## src/rtl/prefetch_pkg.sv

```systemverilog
// Shared definitions for the instruction prefetch queue: default geometry,
// derived widths, window byte typedefs and the control FSM encoding.
package prefetch_pkg;

  localparam int DEF_DEPTH_BYTES  = 16;
  localparam int DEF_WINDOW_BYTES = 8;

  // Widths for the default geometry; modules re-derive them from their own parameters.
  localparam int PTR_W     = $clog2(DEF_DEPTH_BYTES);
  localparam int CNT_W     = PTR_W + 1;
  localparam int CONSUME_W = $clog2(DEF_WINDOW_BYTES) + 1;

  typedef logic [7:0] byte_t;
  typedef byte_t window_t [0:DEF_WINDOW_BYTES-1];

  typedef enum logic {
    REFILL = 1'b0,
    STREAM = 1'b1
  } pq_state_e;

endpackage

```

## src/rtl/prefetch_byte_ring.sv

```systemverilog
// Circular byte storage for the prefetch queue: word writes with a leading
// byte skip, a variable-length read advance and the decode window mux.
module prefetch_byte_ring
  import prefetch_pkg::*;
#(
  parameter int DEPTH_BYTES  = DEF_DEPTH_BYTES,
  parameter int WINDOW_BYTES = DEF_WINDOW_BYTES,
  localparam int RPTR_W = $clog2(DEPTH_BYTES),
  localparam int RCNT_W = RPTR_W + 1
) (
  input  logic              clk_i,
  input  logic              rst_i,
  input  logic              clear_i,
  input  logic              wr_en_i,
  input  logic [1:0]        wr_skip_i,
  input  logic [31:0]       wr_data_i,
  input  logic [RCNT_W-1:0] rd_adv_i,
  input  logic [RCNT_W-1:0] win_count_i,
  output byte_t             window_o [0:WINDOW_BYTES-1]
);

  byte_t             mem_q [DEPTH_BYTES];
  logic [RPTR_W-1:0] wr_q, wr_d;
  logic [RPTR_W-1:0] rd_q, rd_d;

  // Pointer next-state: both wrap naturally at DEPTH_BYTES.
  always_comb begin
    wr_d = wr_q;
    rd_d = rd_q + RPTR_W'(rd_adv_i);
    if (wr_en_i) wr_d = wr_q + RPTR_W'(3'd4 - {1'b0, wr_skip_i});
  end

  // Pointers return to zero on reset or flush.
  always_ff @(posedge clk_i) begin
    if (rst_i || clear_i) begin
      wr_q <= '0;
      rd_q <= '0;
    end else begin
      wr_q <= wr_d;
      rd_q <= rd_d;
    end
  end

  // Write bytes skip..3 of the word contiguously starting at the write pointer.
  always_ff @(posedge clk_i) begin
    if (wr_en_i) begin
      for (int b = 0; b < 4; b++) begin
        if (2'(b) >= wr_skip_i)
          mem_q[wr_q + RPTR_W'(b) - RPTR_W'(wr_skip_i)] <= wr_data_i[8*b +: 8];
      end
    end
  end

  // Window mux: oldest byte first, zero beyond the valid byte count.
  always_comb begin
    for (int k = 0; k < WINDOW_BYTES; k++) begin
      window_o[k] = 8'h00;
      if (RCNT_W'(k) < win_count_i) window_o[k] = mem_q[rd_q + RPTR_W'(k)];
    end
  end

endmodule

```

## src/rtl/prefetch_queue.sv

```systemverilog
// Instruction prefetch queue: tracks byte count, first-word skip and the
// linear fetch address, runs the fill handshake and flags consume underflow.
module prefetch_queue
  import prefetch_pkg::*;
#(
  parameter int          DEPTH_BYTES   = DEF_DEPTH_BYTES,
  parameter int          WINDOW_BYTES  = DEF_WINDOW_BYTES,
  parameter logic [31:0] RESET_ADDRESS = 32'hFFFF_FFF0,
  localparam int QCNT_W = $clog2(DEPTH_BYTES) + 1,
  localparam int QCON_W = $clog2(WINDOW_BYTES) + 1
) (
  input  logic              i_clock,
  input  logic              i_reset,
  input  logic              i_flush,
  input  logic [31:0]       i_flush_address,
  output logic [31:0]       o_fetch_address,
  output logic              o_fill_ready,
  input  logic              i_fill_valid,
  input  logic [31:0]       i_fill_data,
  output byte_t             o_window [0:WINDOW_BYTES-1],
  output logic [QCNT_W-1:0] o_window_count,
  input  logic [QCON_W-1:0] i_consume_count,
  output logic              o_underflow
);

  logic [QCNT_W-1:0] count_q, count_d;
  logic [1:0]        skip_q;
  logic [31:0]       addr_q;
  logic              underflow_q;
  pq_state_e         state_q;

  logic              transfer;
  logic [2:0]        written;
  logic [QCNT_W-1:0] win_cnt;
  logic [QCNT_W-1:0] consumed;
  logic              over;

  // Ready depends only on the registered count, so a same-cycle consume never raises it.
  assign o_fill_ready = (count_q <= QCNT_W'(DEPTH_BYTES - 4));
  assign transfer     = i_fill_valid & o_fill_ready;
  assign written      = transfer ? (3'd4 - {1'b0, skip_q}) : 3'd0;

  // Visible bytes and clamped consume; a consume beyond the window is an underflow.
  always_comb begin
    win_cnt = '0;
    if (state_q == STREAM)
      win_cnt = (count_q > QCNT_W'(WINDOW_BYTES)) ? QCNT_W'(WINDOW_BYTES) : count_q;
    over     = 32'(i_consume_count) > 32'(win_cnt);
    consumed = over ? win_cnt : QCNT_W'(i_consume_count);
    count_d  = count_q + QCNT_W'(written) - consumed;
  end

  // Control state: reset beats flush, flush discards any same-cycle fill/consume.
  always_ff @(posedge i_clock) begin
    if (i_reset) begin
      count_q     <= '0;
      skip_q      <= RESET_ADDRESS[1:0];
      addr_q      <= {RESET_ADDRESS[31:2], 2'b00};
      underflow_q <= 1'b0;
      state_q     <= REFILL;
    end else if (i_flush) begin
      count_q <= '0;
      skip_q  <= i_flush_address[1:0];
      addr_q  <= {i_flush_address[31:2], 2'b00};
      state_q <= REFILL;
    end else begin
      count_q <= count_d;
      if (transfer) begin
        skip_q <= 2'd0;
        addr_q <= addr_q + 32'd4;
      end
      if (over) underflow_q <= 1'b1;
      case (state_q)
        REFILL:  if (transfer) state_q <= STREAM;
        STREAM:  if (count_d == '0) state_q <= REFILL;
        default: state_q <= REFILL;
      endcase
    end
  end

  prefetch_byte_ring #(
    .DEPTH_BYTES  (DEPTH_BYTES),
    .WINDOW_BYTES (WINDOW_BYTES)
  ) u_ring (
    .clk_i       (i_clock),
    .rst_i       (i_reset),
    .clear_i     (i_flush),
    .wr_en_i     (transfer & ~i_flush & ~i_reset),
    .wr_skip_i   (skip_q),
    .wr_data_i   (i_fill_data),
    .rd_adv_i    (consumed),
    .win_count_i (win_cnt),
    .window_o    (o_window)
  );

  assign o_fetch_address = addr_q;
  assign o_window_count  = win_cnt;
  assign o_underflow     = underflow_q;

endmodule

```

## config.mk

```make
export PLATFORM = sky130hd
export DESIGN_NAME = prefetch_queue
export DESIGN_NICKNAME = d
export VERILOG_FILES = /design/src/rtl/prefetch_pkg.sv /design/src/rtl/prefetch_byte_ring.sv /design/src/rtl/prefetch_queue.sv
export SDC_FILE = /design/constraint.sdc
export NUM_CORES = 1
export LEC_CHECK = 0
export ABC_AREA = 1
export CELL_PAD_IN_SITES_DETAIL_PLACEMENT = 1
export CELL_PAD_IN_SITES_GLOBAL_PLACEMENT = 1
export CORE_AREA = 5 5 207 249
export DETAILED_ROUTE_END_ITERATION = 10
export DIE_AREA = 0 0 212 254
export GPL_ROUTABILITY_DRIVEN = 0
export PLACE_DENSITY = 0.77
export SLEW_MARGIN = 20
export SYNTH_ARGS = -nofsm -noshare
export SYNTH_HDL_FRONTEND = slang
export SYNTH_SLANG_ARGS = --single-unit
```

## constraint.sdc

```tcl
create_clock -name i_clock -period 3.5 [get_ports i_clock]
set_input_delay 0.35 -clock i_clock [delete_from_list [all_inputs] [get_ports i_clock]]
set_output_delay 0.35 -clock i_clock [all_outputs]
set_load 0.1 [all_outputs]
```

Word-level counts from Yosys, hierarchy flattened
Memory sizes are Yosys's and may differ from the RTL's. A register that Yosys moved wholly into a read port is not among the register bits. Index checks and enable logic that the tools add are counted.

Bits in registers: 49. RAM bits: 128. Input port bits: 72. Output and inout bits: 103. Word-level logic and storage cells: 88. Memories: 1.

Add/subtract/negate cells: 21. Order comparisons: 15. Muxes and demuxes: 32. Bitwise operators: 6. Reduce and logical (&&, ||, !) cells: 5.

Memory list: u_ring.mem_q (depth 16, width 8, rd ports 8, clocked after Yosys merged registers in 1, write ports 4, RTL line prefetch_byte_ring.sv:22) `byte_t mem_q [DEPTH_BYTES];`.

Operators by type and width (count): 2-to-1 mux 32 bit (2); 2-to-1 mux 8 bit (8); adder 32 x 3 -> 32 bit (second input constant) (1); < comparator 3 x 5 -> 1 bit (first input constant) (4); adder 4 x 2 -> 4 bit (second input constant) (4); adder 4 x 3 -> 4 bit (second input constant) (4); subtractor 4 x 2 -> 4 bit (4); 2-to-1 mux 5 bit (3); 2-to-1 mux 1 bit (14); < comparator 1 x 5 -> 1 bit (first input constant) (2); < comparator 2 x 5 -> 1 bit (first input constant) (2); adder 4 x 1 -> 4 bit (second input constant) (2); adder 4 bit (2); adder 5 x 3 -> 5 bit (1); > comparator 4 x 5 -> 1 bit (1); > comparator 5 x 4 -> 1 bit (second input constant) (1); less-or-equal comparator 5 x 4 -> 1 bit (second input constant) (1); logical NOT 5 bit (1); subtractor 5 bit (1); >= comparator 1 x 2 -> 1 bit (first input constant) (2); >= comparator 2 bit (first input constant) (2); 2-to-1 mux 2 bit (2); 2-to-1 mux 4 bit (1); subtractor 3 x 2 -> 4 bit (first input constant) (1); 9 further kinds (13).

Longest topological paths before layout
Gate-level depths: netlist of run 1.

Word-level depth: 9. Gate-level depth with buffers: 20. Depth with buffers taken out: 20.

Modules after synthesis
A second synthesis of run 1 with hierarchy kept.

Cell total of the unflattened synthesis: 3284. Area, all modules: 19336.0 um2.

By module, submodules not included: prefetch_byte_ring (times used 1, cells an instance 2779, area an instance 16308.1 um2, sequential area each 4003.8 um2); prefetch_queue (times used 1, cells an instance 505, area an instance 3027.9 um2, sequential area each 780.7 um2).

Worst setup path before layout of run 1
OpenSTA, ideal clock, no wires.

Path type: reg2out. Start point: register count_q[4]. End point: output o_window[46] (netlist bit). Data arrival time: 4832 ps. Data required time: 3150 ps. Path slack: -1682 ps. Stages on the path, launching flop included: 8. Buffers on the path: 0. Cell sequence: dfxtp_1 -> nor2_1 -> nor2_1 -> nor2_2 -> inv_2 -> nor2_4 -> a31oi_2 -> a21boi_0.

RTL lines: start, declared (RTL line prefetch_queue.sv:26) `logic [QCNT_W-1:0] count_q, count_d;`; start signal, assigned (RTL line prefetch_queue.sv:67) `count_q <= count_d;`; end, declared (RTL line prefetch_queue.sv:20) `output byte_t o_window [0:WINDOW_BYTES-1],`.

==> results of run 1 <==
## worst reg2reg max path, stage by stage, from the launching register on
cell	delay, ns
dfxtp_2	0.35
nor2_4	0.16
inv_2	0.09
nor2_4	0.17
inv_2	0.09
ha_4	0.29
nand2_1	0.05
inv_1	0.05
o21ai_1	0.05
nand3b_1	0.11
nand2_2	0.10
o21ai_0	0.43
ha_1	0.35
ha_1	0.37
a21oi_1	0.18
nand2_1	0.12
xnor2_2	0.21
a31oi_1	0.12
## repair_timing
action,4_1_cts,5_1_grt
pin swaps,0,2
setup buffers,0,3
endpoints found under the setup margin,1,38
cloned,0,0
hold endpoints to repair,0,0
gates resized for setup,1,13
## through the flow
stage	TNS (ns)	setup WS [ns]
after global placement	0	0.148
after CTS	0	0.0541
after global routing	-0.135	-0.0827
final	0	0.0831
after floorplan	-0.425	-0.289
after detailed placement	-0.0170	-0.0170
## placed cells by master, fill, tap and decap left out, types with 8 or more instances in the layout
cell             count
o21ai_1             13
xor2_1              26
nand3_1            458
a21oi_4             16
a21oi_2              8
inv_2               14
fa_1                 8
inv_1              243
or2_2                8
nand2_1            857
nor2_2              49
clkinv_1            12
dfxtp_1             41
nor3_1              17
clkdlybuf4s50_1    101
clkbuf_16           17
buf_4              125
buf_12              68
ha_1                30
nor2_1             258
nand4_1             21
nand2_2             24
o21ai_0            290
a21oi_1            208
edfxtp_1           128
nor2_4              10
## power breakdown
part / internal (mW) / leakage (nW) / total (mW) / switching [mW]
registers: 2.35 / 1.55 / 2.46 / 0.118
logic: 1.27 / 8.00 / 4.47 / 3.20
clock network: 1.04 / 0.304 / 2.06 / 1.01
total: 4.66 / 9.86 / 9.00 / 4.33
## cells by family after synthesis
kind of cell	Yosys count	share of synthesized area
and+or+nand+nor	1717	0.414
xor gates and xnor gates	36	0.0177
DFF	175	0.268
buffers and inverters	448	0.101
AOI/OAI and AO/OA	573	0.166
adders and majority gates	42	0.0332
other	1	0.000210
## sequential cells by signal, summed over array words and instances, names as in the netlist
| register | cells |
|---|---|
| o_fetch_address | 30 |
| u_ring.rd_q | 4 |
| skip_q | 2 |
| u_ring.wr_q | 4 |
| u_ring.mem_q | 128 |
| state_q | 1 |
| count_q | 5 |
| o_underflow | 1 |
## layout make-up
class                   instances  area, sq um  share of cell area
multi-input cells            2371        11800               0.526
repair buffers                297         3350               0.150
diodes                          3         7.51            0.000335
clock buffers                  17          425              0.0190
clock inverters                15          211             0.00945
flip-flops and latches        175         4790               0.214
inverters                     271         1020              0.0458
well taps                     637          797              0.0356
## cell usage after synthesis, drive strengths merged, types with 8 or more instances
| library cell | n | area share |
|---|---|---|
| dfxtp | 47 | 0.053 |
| nand3 | 463 | 0.13 |
| clkinv | 12 | 0.0025 |
| a211oi | 8 | 0.0034 |
| nor3 | 17 | 0.0048 |
| buf | 86 | 0.024 |
| or2 | 8 | 0.0028 |
| nand4 | 21 | 0.0074 |
| xor2 | 27 | 0.013 |
| nand2 | 885 | 0.19 |
| ha | 33 | 0.023 |
| xnor2 | 9 | 0.0044 |
| inv | 259 | 0.054 |
| fa | 9 | 0.010 |
| a21oi | 232 | 0.065 |
| nor2 | 319 | 0.075 |
| o21ai | 308 | 0.087 |
| clkbuf | 91 | 0.019 |
| edfxtp | 128 | 0.22 |
## final timing paths
path | start | slack (ns) | to | depth (start not counted)
max | u_ring.rd_q[0] | 0.08 | o_window[33] | 8
max reg2reg | count_q[3] | 0.11 | state_q | 17
min | i_flush_address[0] | 0.47 | skip_q[0] | 3
min reg2reg | o_fetch_address[31] | 0.51 | o_fetch_address[31] | 2
## per-layer routing
layer	GRT usage	wire (um)	vias up
met5	0	0	-
met4	0.241	8560	0
li1	-	-	10100
met2	0.537	41100	1089
met1	0.382	33800	10500
met3	0.0488	6660	403
==> impl_metrics.csv, run 1 <==
group,metric,value,unit
outcome,status,"completed",
layout,final_util,0.458,
route,routed-via-count,22100,
power,power_density,402,nW/um^2
clocking,postCtsHoldBufs,0,
die,fp-row-count,89,
clocking,numCtsBuffers,17,
synth,synthFlopType,"edfxtp_1",
die,die_width,212,um
global_route,grt_pass1_wl,135000,um
synth,synth_cell_types,45,
global_route,grt_start_max_net_pins,90,
worst_setup_path,cpLargestDelayFamily,"compound AO/OA/AOI/OAI gates",
clocking,path_clk_slew,0.09,ns
worst_setup_path,crit_buf_inv,3,
power,finalPower,9.00,mW
synth,synth_edf_count,128,
timing,fmax,0.293,GHz
synth,ys_warn_count,0,
layout,area_growth,25.4,%
layout,drive_gt1_frac,0.127,
die,fp.dieArea,53800,sq um
power,power.leakage,9.86,nW
worst_setup_path,cp_slowest_cell,"o21ai_0",
timing,worst_slew_pin_slew,1.17,ns
die,initial_utilization,0.365,
clocking,htree_num_levels,4,
synth,synth_seq_cells,175,
timing,setup_viol,0,
worst_setup_path,end_kind,"output port",
timing,slew_headroom,0.216,
clocking,cts_root_buffer,"clkbuf_16",
timing,layout_min_cycle_time,3.42,ns
die,coreArea,48900,sq um
place,placed_area,21700,sq um
worst_setup_path,crit_chain,"inv_2 > buf_16 > o21ai_0 > a21oi_1 > nand2_1 > nand3_1 > a21oi_4 > buf_12",
clocking,cts.sinks,175,
clocking,tritoncts,"done",
route,first_iter_violations,2161,
route,drc,0,
worst_hold_path,worstHoldPathType,"input pin to register",
die,die_y,254,um
layout,nFillCells,6457,
place,io_buffer_count,171,
layout,finalNonFillerCells,3786,
worst_setup_path,cpPeakStageDelay,0.75,ns
global_route,grt_pass1_vias,22000,
synth,syn_area,17800,sq um
clocking,clk_latency,0.46,ns
timing,drv_slew,0,
die,pin_count,175,
timing,hold_ws,0.473,ns
global_route,antenna_found_initial,2,
synth,async_flop_share,0,
worst_setup_path,crit_type,"register to output port",
synth,avgSynthCellArea,5.97,sq um
timing,skew,0.0186,ns
clocking,clk_path_buf_depth,2,
timing,period_share,0.976,
route,wl_per_cell,23.8,um
synth,synth_cells,2992,
worst_setup_path,cp.required,3.15,ns
layout,design_area,22400,sq um
place,post-dp-hpwl,72000,um
power,ir_worst_vdd,0.000403,V
timing,hold_violations,0,
place,dp_cells,3748,
worst_setup_path,arrival,3.07,ns
synth,synth_seq_area_share,0.268,
global_route,overflow,0,
route,dr.pass1.iters,6,
flow_run,maxCapViolCount,0,
route,routed_via_density,5.84,
layout,nNetsFinal,3247,
global_route,track_usage,0.325,
route,routed_wl,90100,um
worst_setup_path,crit_fanout,89,
route,ant_nets,0,
timing,rsz0062_at_grt,"true",
worst_setup_path,crit_path_start_kind,"register",
Note: power is estimated with default switching activity, not from simulation.
==> inputs of run 2 (changes only) <==
--- a/config.mk
+++ b/config.mk
@@ -8,12 +8,13 @@
 export ABC_AREA = 1
 export CELL_PAD_IN_SITES_DETAIL_PLACEMENT = 1
 export CELL_PAD_IN_SITES_GLOBAL_PLACEMENT = 1
-export CORE_AREA = 5 5 207 249
+export CORE_AREA = 5 5 204 246
+export CTS_BUF_LIST = sky130_fd_sc_hd__clkbuf_4
 export DETAILED_ROUTE_END_ITERATION = 10
-export DIE_AREA = 0 0 212 254
+export DIE_AREA = 0 0 209 251
 export GPL_ROUTABILITY_DRIVEN = 0
-export PLACE_DENSITY = 0.77
-export SLEW_MARGIN = 20
+export PLACE_DENSITY = 0.79
 export SYNTH_ARGS = -nofsm -noshare
 export SYNTH_HDL_FRONTEND = slang
 export SYNTH_SLANG_ARGS = --single-unit
+export TNS_END_PERCENT = 100
==> impl_metrics.csv, run 2 (same netlist as run 1, synthesis figures left out) <==
group,metric,value,unit
worst_setup_path,cp_slowest_cell,"o21ai_0",
place,dp_cells,3747,
clocking,htree_num_levels,4,
global_route,met2_usage,0.537,
route,ant_nets,0,
clocking,numCtsBuffers,17,
power,intPower,4.11,mW
layout,seqCellArea,4800,sq um
die,initial_utilization,0.375,
layout,regMostFlops,"u_ring.mem_q",
layout,most-common-layout-cells,"nand2_1 (857), nand3_1 (453), o21ai_0 (270)",
route,routed_via_density,5.91,
worst_setup_path,reg2reg_to,"state_q",
route,routed-via-count,22400,
worst_setup_path,cpPeakStageDelay,0.67,ns
clocking,cts.sinks,175,
global_route,globalRoute.busiestLayer,"met2",
place,post-dp-hpwl,73500,um
power,p_switching,4.15,mW
worst_setup_path,cp.required,3.15,ns
power,pwr-share-seq,0.298,
die,fp-row-count,88,
worst_setup_path,reg2reg_depth,18,
worst_setup_path,reg2reg_from,"count_q[4]",
route,wl_per_cell,24.3,um
layout,largest_register_ffs,128,
power,ir_worst_vdd,0.000255,V
route,first_iter_violations,2655,
global_route,grt_start_max_net_pins,80,
global_route,grtUsageMet1,0.383,
timing,fmax,0.291,GHz
worst_setup_path,arrival,3.09,ns
worst_hold_path,holdPathStages,3,
layout,mostFrequentLayoutCell,"nand2_1",
worst_hold_path,worstHoldPathType,"input pin to register",
worst_setup_path,end_kind,"output port",
worst_setup_path,crit_type,"register to output port",
die,die_width,209,um
power,finalPower,8.26,mW
timing,skew,0.0346,ns
global_route,track_usage,0.331,
clocking,cts_root_buffer,"clkbuf_4",
layout,multi_input_comb_area,11800,sq um
timing,setup_viol,0,
clocking,path_clk_slew,0.16,ns
global_route,grt_pass1_vias,22000,
layout,drive_gt1_frac,0.135,
timing,timing.final.ws_setup,0.0646,ns
timing,slew_headroom,0.201,
global_route,antenna_found_initial,1,
die,die_y,251,um
die,pin_count,175,
place,dpl_worst_slack,-0.00385,ns
timing,layout_min_cycle_time,3.44,ns
route,dr.pass1.iters,6,
power,power.leakage,9.82,nW
global_route,grt_pass1_wl,134000,um
flow_run,maxCapViolCount,0,
timing,tns,0,ns
power,p_comb_frac,0.548,
timing,worst_slew_pin_slew,1.19,ns
power,power_density,371,nW/um^2
global_route,overflow,0,
power,power_frac_clock,0.154,
clocking,clk_path_buf_depth,2,
layout,finalNonFillerCells,3794,
layout,nNetsFinal,3264,
layout,area_growth,24.6,%
worst_setup_path,crit_path_start_kind,"register",
clocking,tritoncts,"done",
clocking,clk_latency,0.65,ns
worst_setup_path,r2r_slack,0.12,ns
global_route,use_met3,0.0587,
timing,hold_ws,0.263,ns
route,drc,0,
timing,period_share,0.982,
die,fp.dieArea,52500,sq um
timing,drv_slew,0,
power,switching_share,0.503,
timing,hold_violations,0,
worst_setup_path,crit_fanout,42,
worst_setup_path,worstSetupStartpoint,"u_ring.rd_q[0]",
clocking,postCtsHoldBufs,0,
outcome,status,"completed",
worst_setup_path,path_common_cell,"o21ai_0",
route,routed_wl,92100,um
worst_hold_path,holdPathEnd,"skip_q[1]",
layout,nFillCells,6314,
die,coreArea,47600,sq um
place,io_buffer_count,171,
worst_hold_path,holdCritStartpoint,"i_flush_address[1]",
worst_setup_path,crit_chain,"buf_4 > o21ai_0 > o21ai_0 > nand2_1 > nand4_1 > nor2_1 > buf_12",
-- run 2: cell count changes in the layout (fill, tap and decap cells not counted), sizes merged, moves of 2 or more --
cell      previous run  this run
diode                3         1
clkinv              19        16
clkbuf              17        20
clkinvlp             3         8
buf                196       209
inv                263       260
-- run 2: cell type report --
cell class | instances | area share
multi-input cells | 2371 | 0.531
flip-flops and latches | 175 | 0.216
repair buffers | 312 | 0.157
inverters | 271 | 0.0468
well taps | 630 | 0.0354
clock inverters | 13 | 0.00692
clock buffers | 19 | 0.00641
repair inverters | 2 | 0.000675
diodes | 1 | 0.000113
-- run 2: metal layers --
metal	wire length, um	share of wire
met1	33900	0.37
met2	41400	0.45
met3	7420	0.081
met4	9440	0.10
met5	0	0
-- run 2: worst max path at each step --
| stage | cells after the start | to |
|---|---|---|
| final | 7 | o_window[25] |
| after global routing | 13 | u_ring.mem_q[0][5] |
| after CTS | 9 | o_window[9] |
| after detailed placement | 16 | state_q |
| after global placement | 16 | state_q |
| after floorplan | 8 | o_window[46] |
-- run 2: metrics by stage --
stage	utilization	area (sq um)
global route	0.468	22200
detailed placement	0.456	21700
CTS	0.463	22000
global placement	0.456	21700
floorplan	-	18300
finish	0.468	22200
-- run 2: worst max-delay path: cells and delay by family (launching register included) --
family	cells	cell delay (ns)
compound gates	2	0.94
simple gates	3	0.53
buf+inv	2	0.50
flops	1	0.46
-- run 2: power by group through the flow --
stage	registers (mW)	clock network [mW]	logic [mW]
2_1_floorplan	2.74	0	2.56
3_3_place_gp	2.50	0	4.19
3_5_place_dp	2.51	0	4.33
4_1_cts	2.46	1.28	4.36
5_1_grt	2.48	1.37	4.74
6_report	2.46	1.27	4.53
-- run 2: timing repair --
| item | 4_1_cts | 5_1_grt |
|---|---|---|
| hold endpoints to repair | 0 | 0 |
| pin swaps | 1 | 8 |
| gates cloned | 0 | 3 |
| setup endpoints to repair | 55 | 102 |
| resized for setup | 15 | 37 |
| setup buffers | 3 | 8 |
